## src/rtl/rx_serial_7n2_pkg.sv

```systemverilog
// Shared definitions for the 7N2 serial receiver.
// Purpose: FSM state codes (4-bit, shown on the debug hex display) and
//   the baud-rate constants for the two supported line speeds.
// Ports: none (package).
package rx_serial_7n2_pkg;

  // Clock cycles per bit and bit-timer width at 50 MHz.
  localparam int M_115200 = 434;
  localparam int N_115200 = 9;
  localparam int M_9600   = 5208;
  localparam int N_9600   = 13;

  localparam int DATA_BITS = 7;

  // The numeric values double as the db_estado debug code.
  typedef enum logic [3:0] {
    INICIAL        = 4'h0,
    START          = 4'h1,
    DADOS          = 4'h2,
    STOP1          = 4'h3,
    STOP2          = 4'h4,
    ARMAZENA       = 4'h5,
    ERRO           = 4'hE,
    ESPERA_REPOUSO = 4'hF
  } state_t;

endpackage

```

## src/rtl/rx_serial_7n2_fd.sv

```systemverilog
// Datapath of the 7N2 serial receiver.
// Purpose: synchronises the serial line, runs the bit timer, shifts in the
//   data bits, counts them and holds the last good word.
// Ports:
//   clock_i, reset_i  clock and synchronous active-high reset
//   serial_i          raw serial line (asynchronous)
//   zera_i            clear bit timer and bit counter
//   desloca_i         shift rx_s into the shift register MSB
//   conta_i           increment the bit counter
//   registra_i        copy the shift register to the output register
//   rx_s_o            synchronised serial line
//   meio_o, tick_o    mid-bit and end-of-period strobes of the bit timer
//   fim_o             the bit currently being sampled is the last data bit
//   dados_o           last correctly received word
module rx_serial_7n2_fd
  import rx_serial_7n2_pkg::*;
#(
  parameter int M = M_115200,
  parameter int N = N_115200
) (
  input  logic                 clock_i,
  input  logic                 reset_i,
  input  logic                 serial_i,
  input  logic                 zera_i,
  input  logic                 desloca_i,
  input  logic                 conta_i,
  input  logic                 registra_i,
  output logic                 rx_s_o,
  output logic                 meio_o,
  output logic                 tick_o,
  output logic                 fim_o,
  output logic [DATA_BITS-1:0] dados_o
);

  localparam logic [N-1:0] MEIO_VAL = N'(M / 2 - 1);
  localparam logic [N-1:0] TICK_VAL = N'(M - 1);

  logic                 sync1_q, sync2_q;
  logic [N-1:0]         timer_q, timer_d;
  logic [2:0]           count_q, count_d;
  logic [DATA_BITS-1:0] shift_q, shift_d;
  logic [DATA_BITS-1:0] dados_q, dados_d;

  assign rx_s_o  = sync2_q;
  assign meio_o  = (timer_q == MEIO_VAL);
  assign tick_o  = (timer_q == TICK_VAL);
  // The counter has already been bumped once per earlier data bit, so a
  // value of DATA_BITS-1 means the tick in progress samples the last bit.
  assign fim_o   = (count_q == 3'(DATA_BITS - 1));
  assign dados_o = dados_q;

  // Bits arrive LSB first, so each new bit enters at the MSB and after
  // DATA_BITS shifts the first bit has reached bit 0.
  always_comb begin
    timer_d = timer_q + 1'b1;
    if (zera_i || tick_o) timer_d = '0;
    count_d = count_q;
    if (zera_i)       count_d = '0;
    else if (conta_i) count_d = count_q + 3'd1;
    shift_d = shift_q;
    if (desloca_i) shift_d = {sync2_q, shift_q[DATA_BITS-1:1]};
    dados_d = dados_q;
    if (registra_i) dados_d = shift_q;
  end

  // The synchroniser resets to the idle (high) line level so that leaving
  // reset never looks like a start bit.
  always_ff @(posedge clock_i) begin
    if (reset_i) begin
      sync1_q <= 1'b1;
      sync2_q <= 1'b1;
      timer_q <= '0;
      count_q <= '0;
      shift_q <= '0;
      dados_q <= '0;
    end else begin
      sync1_q <= serial_i;
      sync2_q <= sync1_q;
      timer_q <= timer_d;
      count_q <= count_d;
      shift_q <= shift_d;
      dados_q <= dados_d;
    end
  end

endmodule

```

## src/rtl/rx_serial_7n2_uc.sv

```systemverilog
// Control unit of the 7N2 serial receiver.
// Purpose: frame-level FSM; all outputs are registered.
// Ports:
//   clock_i, reset_i        clock and synchronous active-high reset
//   rx_s_i                  synchronised serial line
//   meio_i, tick_i, fim_i   timer strobes and last-data-bit flag
//   zera_o ... registra_o   datapath controls
//   pronto_o, erro_o        frame received / framing error pulses
//   estado_o                current state code
module rx_serial_7n2_uc
  import rx_serial_7n2_pkg::*;
(
  input  logic       clock_i,
  input  logic       reset_i,
  input  logic       rx_s_i,
  input  logic       meio_i,
  input  logic       tick_i,
  input  logic       fim_i,
  output logic       zera_o,
  output logic       desloca_o,
  output logic       conta_o,
  output logic       registra_o,
  output logic       pronto_o,
  output logic       erro_o,
  output logic [3:0] estado_o
);

  state_t state_q;
  logic   zera_q, desloca_q, conta_q, registra_q, pronto_q, erro_q;

  assign zera_o     = zera_q;
  assign desloca_o  = desloca_q;
  assign conta_o    = conta_q;
  assign registra_o = registra_q;
  assign pronto_o   = pronto_q;
  assign erro_o     = erro_q;
  assign estado_o   = state_q;

  // Controls are registered, so each takes effect one cycle after the
  // decision. In INICIAL the timer is held at zero while the line is idle
  // and released on the very cycle the start bit is seen, which keeps the
  // mid-start sample centred. registra is raised on the mid-stop2 tick so
  // the word is loaded at the end of ARMAZENA, and pronto (raised in
  // ARMAZENA) then appears together with the new dados_ascii.
  always_ff @(posedge clock_i) begin
    if (reset_i) begin
      state_q    <= ESPERA_REPOUSO;
      zera_q     <= 1'b0;
      desloca_q  <= 1'b0;
      conta_q    <= 1'b0;
      registra_q <= 1'b0;
      pronto_q   <= 1'b0;
      erro_q     <= 1'b0;
    end else begin
      zera_q     <= 1'b0;
      desloca_q  <= 1'b0;
      conta_q    <= 1'b0;
      registra_q <= 1'b0;
      pronto_q   <= 1'b0;
      erro_q     <= 1'b0;
      case (state_q)
        ESPERA_REPOUSO: if (rx_s_i) state_q <= INICIAL;
        INICIAL: begin
          zera_q <= rx_s_i;
          if (!rx_s_i) state_q <= START;
        end
        START: begin
          if (meio_i) begin
            if (!rx_s_i) begin
              zera_q  <= 1'b1;
              state_q <= DADOS;
            end else begin
              state_q <= INICIAL;
            end
          end
        end
        DADOS: begin
          if (tick_i) begin
            desloca_q <= 1'b1;
            conta_q   <= 1'b1;
            if (fim_i) state_q <= STOP1;
          end
        end
        STOP1: if (tick_i) state_q <= rx_s_i ? STOP2 : ERRO;
        STOP2: begin
          if (tick_i) begin
            if (rx_s_i) begin
              registra_q <= 1'b1;
              state_q    <= ARMAZENA;
            end else begin
              state_q <= ERRO;
            end
          end
        end
        ARMAZENA: begin
          pronto_q <= 1'b1;
          state_q  <= INICIAL;
        end
        ERRO: begin
          erro_q  <= 1'b1;
          state_q <= ESPERA_REPOUSO;
        end
        default: state_q <= ESPERA_REPOUSO;
      endcase
    end
  end

endmodule

```

## src/rtl/rx_serial_7n2.sv

```systemverilog
// Asynchronous serial receiver, 7 data bits, no parity, 2 stop bits, LSB first.
// Purpose: samples dados_serial at mid-bit, rebuilds the 7-bit ASCII word,
//   pulses pronto on a good frame and erro on a framing error.
// Ports:
//   clock, reset      50 MHz clock, synchronous active-high reset
//   dados_serial      serial line, idle high
//   dados_ascii       last correctly received word
//   pronto, erro      one-cycle frame-ok / framing-error pulses
//   db_tick           bit-timer sample strobe
//   db_dados_serial   synchronised serial input
//   db_estado         FSM state code
module rx_serial_7n2
  import rx_serial_7n2_pkg::*;
#(
  parameter int M = M_115200,
  parameter int N = N_115200
) (
  input  logic                 clock,
  input  logic                 reset,
  input  logic                 dados_serial,
  output logic [DATA_BITS-1:0] dados_ascii,
  output logic                 pronto,
  output logic                 erro,
  output logic                 db_tick,
  output logic                 db_dados_serial,
  output logic [3:0]           db_estado
);

  logic rxS, meio, tick, fim;
  logic zera, desloca, conta, registra;

  rx_serial_7n2_fd #(.M(M), .N(N)) u_fd (
    .clock_i    (clock),
    .reset_i    (reset),
    .serial_i   (dados_serial),
    .zera_i     (zera),
    .desloca_i  (desloca),
    .conta_i    (conta),
    .registra_i (registra),
    .rx_s_o     (rxS),
    .meio_o     (meio),
    .tick_o     (tick),
    .fim_o      (fim),
    .dados_o    (dados_ascii)
  );

  rx_serial_7n2_uc u_uc (
    .clock_i    (clock),
    .reset_i    (reset),
    .rx_s_i     (rxS),
    .meio_i     (meio),
    .tick_i     (tick),
    .fim_i      (fim),
    .zera_o     (zera),
    .desloca_o  (desloca),
    .conta_o    (conta),
    .registra_o (registra),
    .pronto_o   (pronto),
    .erro_o     (erro),
    .estado_o   (db_estado)
  );

  assign db_tick         = tick;
  assign db_dados_serial = rxS;

endmodule

```

## config.mk

```make
export PLATFORM = sky130hd
export DESIGN_NAME = rx_serial_7n2
export DESIGN_NICKNAME = d
export VERILOG_FILES = /design/src/rtl/rx_serial_7n2_pkg.sv /design/src/rtl/rx_serial_7n2_fd.sv /design/src/rtl/rx_serial_7n2_uc.sv /design/src/rtl/rx_serial_7n2.sv
export SDC_FILE = /design/constraint.sdc
export NUM_CORES = 1
export LEC_CHECK = 0
export CAP_MARGIN = 20
export CORE_MARGIN = 2
export CORE_UTILIZATION = 30
export CTS_CLUSTER_DIAMETER = 200
export DETAILED_ROUTE_END_ITERATION = 16
export PLACE_DENSITY_LB_ADDON = 0.12
export SYNTH_ARGS = -nofsm -noshare
export SYNTH_HDL_FRONTEND = slang
export SYNTH_SLANG_ARGS = --single-unit
```

## constraint.sdc

```tcl
create_clock -name clock -period 2.23 [get_ports clock]
set_clock_uncertainty 0.2 [all_clocks]
set_input_delay 0.3345 -clock clock [delete_from_list [all_inputs] [get_ports clock]]
set_output_delay 0.3345 -clock clock [all_outputs]
set_load 0.05 [all_outputs]
```

==> results of run 1 <==
-- power groups by stage --
stage / sequential, mW / combinational, mW / clock, mW
5_1_grt: 0.790 / 0.580 / 0.538
2_1_floorplan: 0.857 / 0.324 / 0
3_3_place_gp: 0.792 / 0.534 / 0
4_1_cts: 0.778 / 0.537 / 0.509
3_5_place_dp: 0.794 / 0.532 / 0
6_report: 0.781 / 0.538 / 0.487
-- final cells by class --
cell class / count / share of cell area [%]
multi-input cells: 120 / 41.5
clock inverters: 2 / 0.688
well taps: 70 / 4.38
flip-flops and latches: 37 / 37.0
inverters: 9 / 1.69
repair buffers: 23 / 10.6
clock buffers: 6 / 4.13
-- registers in the layout (all words and copies together) (netlist names) --
name,count
u_fd.timer_q,9
u_fd.dados_o,7
u_fd.shift_q,7
u_uc.estado_o,4
u_fd.count_q,3
u_fd.rx_s_o,1
u_fd.sync1_q,1
u_uc.desloca_o,1
u_uc.erro_o,1
u_uc.pronto_o,1
u_uc.registra_o,1
u_uc.zera_o,1
-- layer usage --
| metal | wire length [µm] | up-vias | GRT usage (%) |
|---|---|---|---|
| met3 | 154 | 5 | 2.76 |
| met1 | 1620 | 608 | 15.4 |
| met5 | 0 | - | 0 |
| li1 | - | 658 | - |
| met2 | 1560 | 32 | 18.3 |
| met4 | 44 | 0 | 5.26 |
-- placed cells by master (no fill, tap or decap), types with 3 or more instances in the layout --
master | netlist | final
nand2_1 | 4 | 4
inv_1 | 8 | 8
buf_4 | 0 | 11
xor2_1 | 7 | 7
o31ai_1 | 3 | 3
mux2i_1 | 14 | 14
ha_1 | 5 | 5
and4_1 | 3 | 3
nor2_1 | 31 | 31
a21oi_1 | 3 | 3
clkbuf_8 | 0 | 6
nand3_1 | 4 | 4
dfxtp_1 | 37 | 37
nand2b_1 | 4 | 4
clkdlybuf4s50_1 | 0 | 11
nor3_1 | 5 | 5
and3_1 | 3 | 3
-- cells in the mapped netlist, types with 2 or more instances --
cell	number
o31ai_1	3
dfxtp_1	37
or3_1	2
and4_1	3
nand2b_1	4
xor2_1	7
a2111oi_0	2
nand2_1	4
mux2i_1	14
o21ai_0	2
xnor2_1	2
nand4_1	2
a21oi_1	3
or2_2	2
ha_1	5
nand3_1	4
nor3b_1	2
nor2_1	31
and3_1	3
nor3_1	5
buf_2	3
clkbuf_1	6
inv_1	8
-- cells by family after synthesis --
| family | count (synthesis) | share of synthesized area (%) |
|---|---|---|
| buffers and inverters | 19 | 4.56 |
| multiplexers | 14 | 8.52 |
| flip-flops | 37 | 45.0 |
| XOR/XNOR | 9 | 4.79 |
| AND/OR/NAND/NOR | 68 | 21.5 |
| AO/OA/AOI/OAI | 24 | 11.8 |
| adder cells (fa/ha/maj) | 5 | 3.80 |
-- stage by stage --
step / hold slack, ns / utilization (%)
3_3_place_gp: 0.202 / 36.6
6_report: 0.226 / 38.4
3_5_place_dp: 0.211 / 36.6
4_1_cts: 0.239 / 38.4
2_1_floorplan: 0.189 / -
5_1_grt: 0.248 / 38.4
-- critical path: stages (launching register included) --
cell and delay [ns]:
dfxtp_1 0.57, or3b_1 0.42, a32o_2 0.28, a21oi_4 0.16
nor4_1 0.08, a211o_1 0.27
-- worst paths after layout --
kind | to
setup / recovery | u_uc.estado_o[0]$_SDFFE_PP1P_
hold / removal | u_fd.rx_s_o$_SDFF_PP1_
setup reg to reg | u_uc.estado_o[0]$_SDFFE_PP1P_
hold reg to reg | u_fd.rx_s_o$_SDFF_PP1_
==> run_results.csv, run 1 <==
group,metric,value,unit
yosys,synth-warning-count,0,
timing,slew_headroom,60.9,%
placed_design,post_dp_cell_area,1900,µm²
global_routing,grt_use_total,11.7,%
timing,worstMarginPinSlew,0.586,ns
hold_path,hp-start,"u_fd.sync1_q$_SDFF_PP1_",
finish,drive_above_1_share,15.2,%
floorplanning,die_area,6090,µm²
pwr,seq_power_share,43.3,%
global_routing,grt_pass1_vias,1233,
floorplanning,initial_utilization,31.6,%
worst_setup_path,reg2reg_depth,5,
global_routing,grt_pass1_wl,5.68,mm
clock_network,cts_sinks,37,
clock_network,cts_setup_buffers,0,
yosys,synth_cell_type_count,45,
clock_network,cts_resized,0,
floorplanning,rows,26,
worst_setup_path,rrSetupSlack,0.15,ns
finish,nets,204,
timing,finalSetupViolCount,0,
floorplanning,coreArea,5200,µm²
clock_network,clk_latency,0.28,ns
worst_setup_path,critical_path_class,"reg2reg",
timing,min_period_over_period,93.5,%
timing,maxSlewViolCount,0,
yosys,synth_top_area_share,45.0,%
worst_setup_path,path_max_fanout,15,
drt,drtPass1Iterations,4,
global_routing,antenna_found_initial,0,
yosys,synth_nets,184,
clock_network,h-tree-depth,2,
yosys,synth_top_area_cell,"dfxtp_1",
pwr,clkPwrFrac,26.9,%
timing,setup_ws,0.146,ns
drt,drc,0,
timing,setup-tns-final,0,ns
yosys,ys_seq_area_share,45.0,%
clock_network,hold_buffers,0,
drt,via_per_inst,4.88,
drt,final_antenna_net_count,0,
status,status,"finished, final reports clean",
pwr,power_frac_comb,29.8,%
pwr,ir_drop,0.427,mV
worst_setup_path,cp.arrival,2.06,ns
yosys,syn-cell-area,1650,µm²
worst_setup_path,cp.required,2.20,ns
placed_design,dp.cells,259,
pwr,finalPower,1.81,mW
drt,routed_wl,3.38,mm
global_routing,gr-total-overflow,0,
pwr,intPower,1.16,mW
finish,fillers,544,
clock_network,cts_inserted_buffers,5,
clock_network,cts.path.max_buffers,2,
timing,post-route-min-period,2.08,ns
worst_setup_path,timing.critical_path.from_type,"flip-flop",
yosys,synth.area.top_cells,"dfxtp_1, mux2i_1, nor2_1, ha_1, xor2_1",
pwr,power_density,903,nW/µm²
worst_setup_path,startpoint,"u_uc.estado_o[2]$_SDFFE_PP1P_",
drt,wl_per_cell,12.7,µm
floorplanning,die_h,78.1,µm
placed_design,dpl.hpwl,2.37,mm
yosys,async_flop_share,0,%
finish,final_cells,267,
clock_network,cts_tree,"built",
clock_network,path_clk_slew,0.07,ns
worst_setup_path,end_kind,"flip-flop",
placed_design,pre_cts_slack,0.191,ns
yosys,synth_edf_count,0,
global_routing,grt_max_degree,16,
placed_design,io_buffer_count,17,
timing,fmaxAchievable,480,MHz
floorplanning,die-width,78.1,µm
finish,seq_area,741,µm²
yosys,netlist_instances,176,
floorplanning,boundaryPins,18,
hold_path,hold_path.class,"reg2reg",
placed_design,place.gp.congestion,0.869,
yosys,syn_area_per_cell,9.35,µm²
finish,antenna_cells,0,
yosys,synth_ff_type,"dfxtp_1",
run,cap_violations,0,
yosys,synth_seq_cells,37,
worst_setup_path,timing.rr.start,"u_uc.estado_o[2]$_SDFFE_PP1P_",
clock_network,cts_root_buffer,"clkbuf_8",
hold_path,whs_path_depth,1,
finish,multi_input_area,830,µm²
pwr,p_sw_share,35.5,%
finish,area_delta_synth_final,21.6,%
timing,rsz0062_at_grt,"false",
timing,hold_viol_final,0,
finish,fin_area,2000,µm²
pwr,p_leak,0.768,nW
drt,vias,1303,
drt,drt_iter0_drc,45,
pwr,p_switching,641,µW
Note: power is estimated with default switching activity, not from simulation.
==> run 2: changes to the inputs <==
Settings changed: SYNTH_HIERARCHICAL set to 1.
Clock period 2.23 ns to 2.4 ns, I/O delays scaled along.
==> run_results.csv, run 2 <==
group,metric,value,unit
clock_network,cts_tree,"built",
placed_design,dpl.hpwl,2.31,mm
global_routing,grt_pass1_wl,5.75,mm
worst_setup_path,timing.critical_path.from_type,"flip-flop",
yosys,netlist_instances,178,
yosys,async_flop_share,0,%
global_routing,grt_pass1_vias,1196,
pwr,p_leak,0.710,nW
clock_network,hold_buffers,0,
yosys,synth_cell_type_count,49,
placed_design,io_buffer_count,17,
yosys,synth_seq_cells,37,
drt,final_antenna_net_count,0,
worst_setup_path,critical_path_class,"reg2out",
yosys,synth_nets,186,
timing,setup-tns-final,0,ns
clock_network,cts_resized,0,
drt,drt_iter0_drc,59,
yosys,synth_ff_type,"dfxtp_1",
worst_setup_path,crit_path_cell_trace,"ha_1, nand4b_1, nor2_1, buf_12",
yosys,synth_top_area_cell,"dfxtp_1",
finish,drive_above_1_share,15.2,%
yosys,synth_edf_count,0,
finish,area_delta_synth_final,18.5,%
hold_path,hold_path.class,"reg2reg",
worst_setup_path,path_max_fanout,5,
timing,post-route-min-period,2.18,ns
worst_setup_path,max_stage_delay,0.44,ns
drt,drc,0,
floorplanning,coreArea,5510,µm²
clock_network,cts_root_buffer,"clkbuf_8",
global_routing,grt_use_total,11.8,%
worst_setup_path,path_buf_inv,1,
worst_setup_path,crit_family,"simple AND/OR/NAND/NOR gates",
worst_setup_path,reg2reg_depth,6,
timing,worstMarginPinSlew,0.647,ns
yosys,synth-warning-count,6,
drt,vias,1312,
global_routing,grt_max_degree,21,
yosys,synth.area.top_cells,"dfxtp_1, mux2i_1, nor2_1, ha_1, a21oi_1",
worst_setup_path,cp.required,1.84,ns
clock_network,h-tree-depth,2,
timing,fmaxAchievable,460,MHz
clock_network,path_clk_slew,0.08,ns
finish,layout_common_cells,"dfxtp_1, nor2_1, clkdlybuf4s50_1, mux2i_1",
yosys,syn-cell-area,1710,µm²
placed_design,place.gp.congestion,0.824,
drt,wl_per_cell,12.4,µm
worst_setup_path,cp.arrival,1.62,ns
floorplanning,die_area,6310,µm²
drt,drtPass1Iterations,4,
run,cap_violations,0,
timing,maxSlewViolCount,0,
pwr,power_density,861,nW/µm²
placed_design,pre_cts_slack,0.352,ns
floorplanning,boundaryPins,18,
clock_network,clk_latency,0.29,ns
finish,final_util,36.7,%
timing,finalSetupViolCount,0,
yosys,syn_area_per_cell,9.59,µm²
finish,final_common_cell,"dfxtp_1",
timing,rsz0062_at_grt,"false",
timing,slew_headroom,56.8,%
timing,setup_ws,0.225,ns
drt,routed_wl,3.33,mm
clock_network,cts_sinks,37,
timing,min_period_over_period,90.6,%
clock_network,cts_inserted_buffers,5,
yosys,synth_top_area_share,43.4,%
finish,antenna_cells,0,
finish,largest_register_ffs,9,
worst_setup_path,end_kind,"primary output",
worst_setup_path,cp.depth,4,
pwr,ir_drop,0.464,mV
drt,via_per_inst,4.88,
floorplanning,rows,27,
floorplanning,die-width,79.4,µm
global_routing,gr-total-overflow,0,
clock_network,cts_setup_buffers,0,
finish,top_register,"u_fd/timer_q",
hold_path,whs_path_depth,1,
global_routing,antenna_found_initial,0,
clock_network,cts.path.max_buffers,2,
finish,nets,204,
yosys,synth_common_cells,"dfxtp_1, nor2_1, mux2i_1",
status,status,"finished, final reports clean",
floorplanning,die_h,79.4,µm
floorplanning,initial_utilization,31.0,%
timing,hold_viol_final,0,
worst_setup_path,crit_path_top_delay_cell,"dfxtp_1",
yosys,ys_seq_area_share,43.4,%
yosys,synth.most_common_cell,"dfxtp_1",
run 2: cell types whose count changed in the layout (fill, tap and decap cells not counted), moves of 3 or more:
cell / before / now
o21ai_0: 2 / 7
xor2_1: 7 / 3
buf_4: 11 / 6
and4_1: 3 / 0
o21ai_2: 0 / 3
clkdlybuf4s50_1: 11 / 15
o31ai_1: 3 / 0
a21oi_1: 3 / 7
nor2_1: 31 / 24
run 2: kinds of logic (layout without fill, tap and decap cells):
kind of cell / after synthesis / after routing / share of synthesized area (%)
AND/OR/NAND/NOR: 66 / 66 / 22.4
flip-flops: 37 / 37 / 43.4
AO/OA/AOI/OAI: 31 / 31 / 12.3
buffers and inverters: 18 / 37 / 5.94
multiplexers: 16 / 16 / 9.68
adder cells (fa/ha/maj): 5 / 5 / 3.67
XOR/XNOR: 5 / 5 / 2.57
run 2: layout make-up:
| type | instances | area, µm² |
|---|---|---|
| Multi-Input combinational cell | 123 | 865 |
| Inverter | 7 | 26.3 |
| Sequential cell | 37 | 741 |
| Clock buffer | 5 | 68.8 |
| Clock inverter | 3 | 17.5 |
| Fill cell | 559 | 3480 |
| Tap cell | 72 | 90.1 |
| Timing Repair Buffer | 22 | 215 |
run 2: path summary, 6_finish.rpt:
kind,startpoint,to,slack (ns)
hold / removal,u_fd/sync1_q$_SDFF_PP1_,u_fd/rx_s_o$_SDFF_PP1_,0.23
setup / recovery,u_fd/timer_q[0]$_SDFF_PP0_,db_tick,0.22
setup reg to reg,u_fd/timer_q[2]$_SDFF_PP0_,u_uc/estado_o[0]$_SDFFE_PP1P_,0.33
hold reg to reg,u_fd/sync1_q$_SDFF_PP1_,u_fd/rx_s_o$_SDFF_PP1_,0.23
run 2: power by group:
group	switching, mW	internal, mW
Sequential	0.0595	0.657
Combinational	0.373	0.231
Clock	0.223	0.200
Total	0.655	1.09
run 2: metal layers:
| layer | up-vias | routed length, µm | track usage (%) |
|---|---|---|---|
| li1 | 657 | - | - |
| met1 | 621 | 1560 | 14.7 |
| met2 | 27 | 1560 | 18.4 |
| met3 | 7 | 141 | 3.51 |
| met4 | 0 | 65 | 5.69 |
| met5 | - | 0 | 0 |
run 2: worst reg2reg max path, stage by stage, from the launching register on:
cell	delay (ns)
dfxtp_1	0.39
or4b_1	0.52
nor3_1	0.35
a21oi_1	0.16
o211ai_2	0.11
nand3_2	0.10
mux2i_1	0.13
run 2: per-stage QoR:
step                      instance area, µm²  hold slack, ns  std cells  total power [mW]
after global placement                  1940           0.216        261              1.33
after floorplan                         1710           0.189        178              1.21
final                                   2020           0.225        269              1.74
after global routing                    2020           0.251        269              1.86
after detailed placement                1940           0.209        261              1.33
after CTS                               2020           0.232        269              1.77
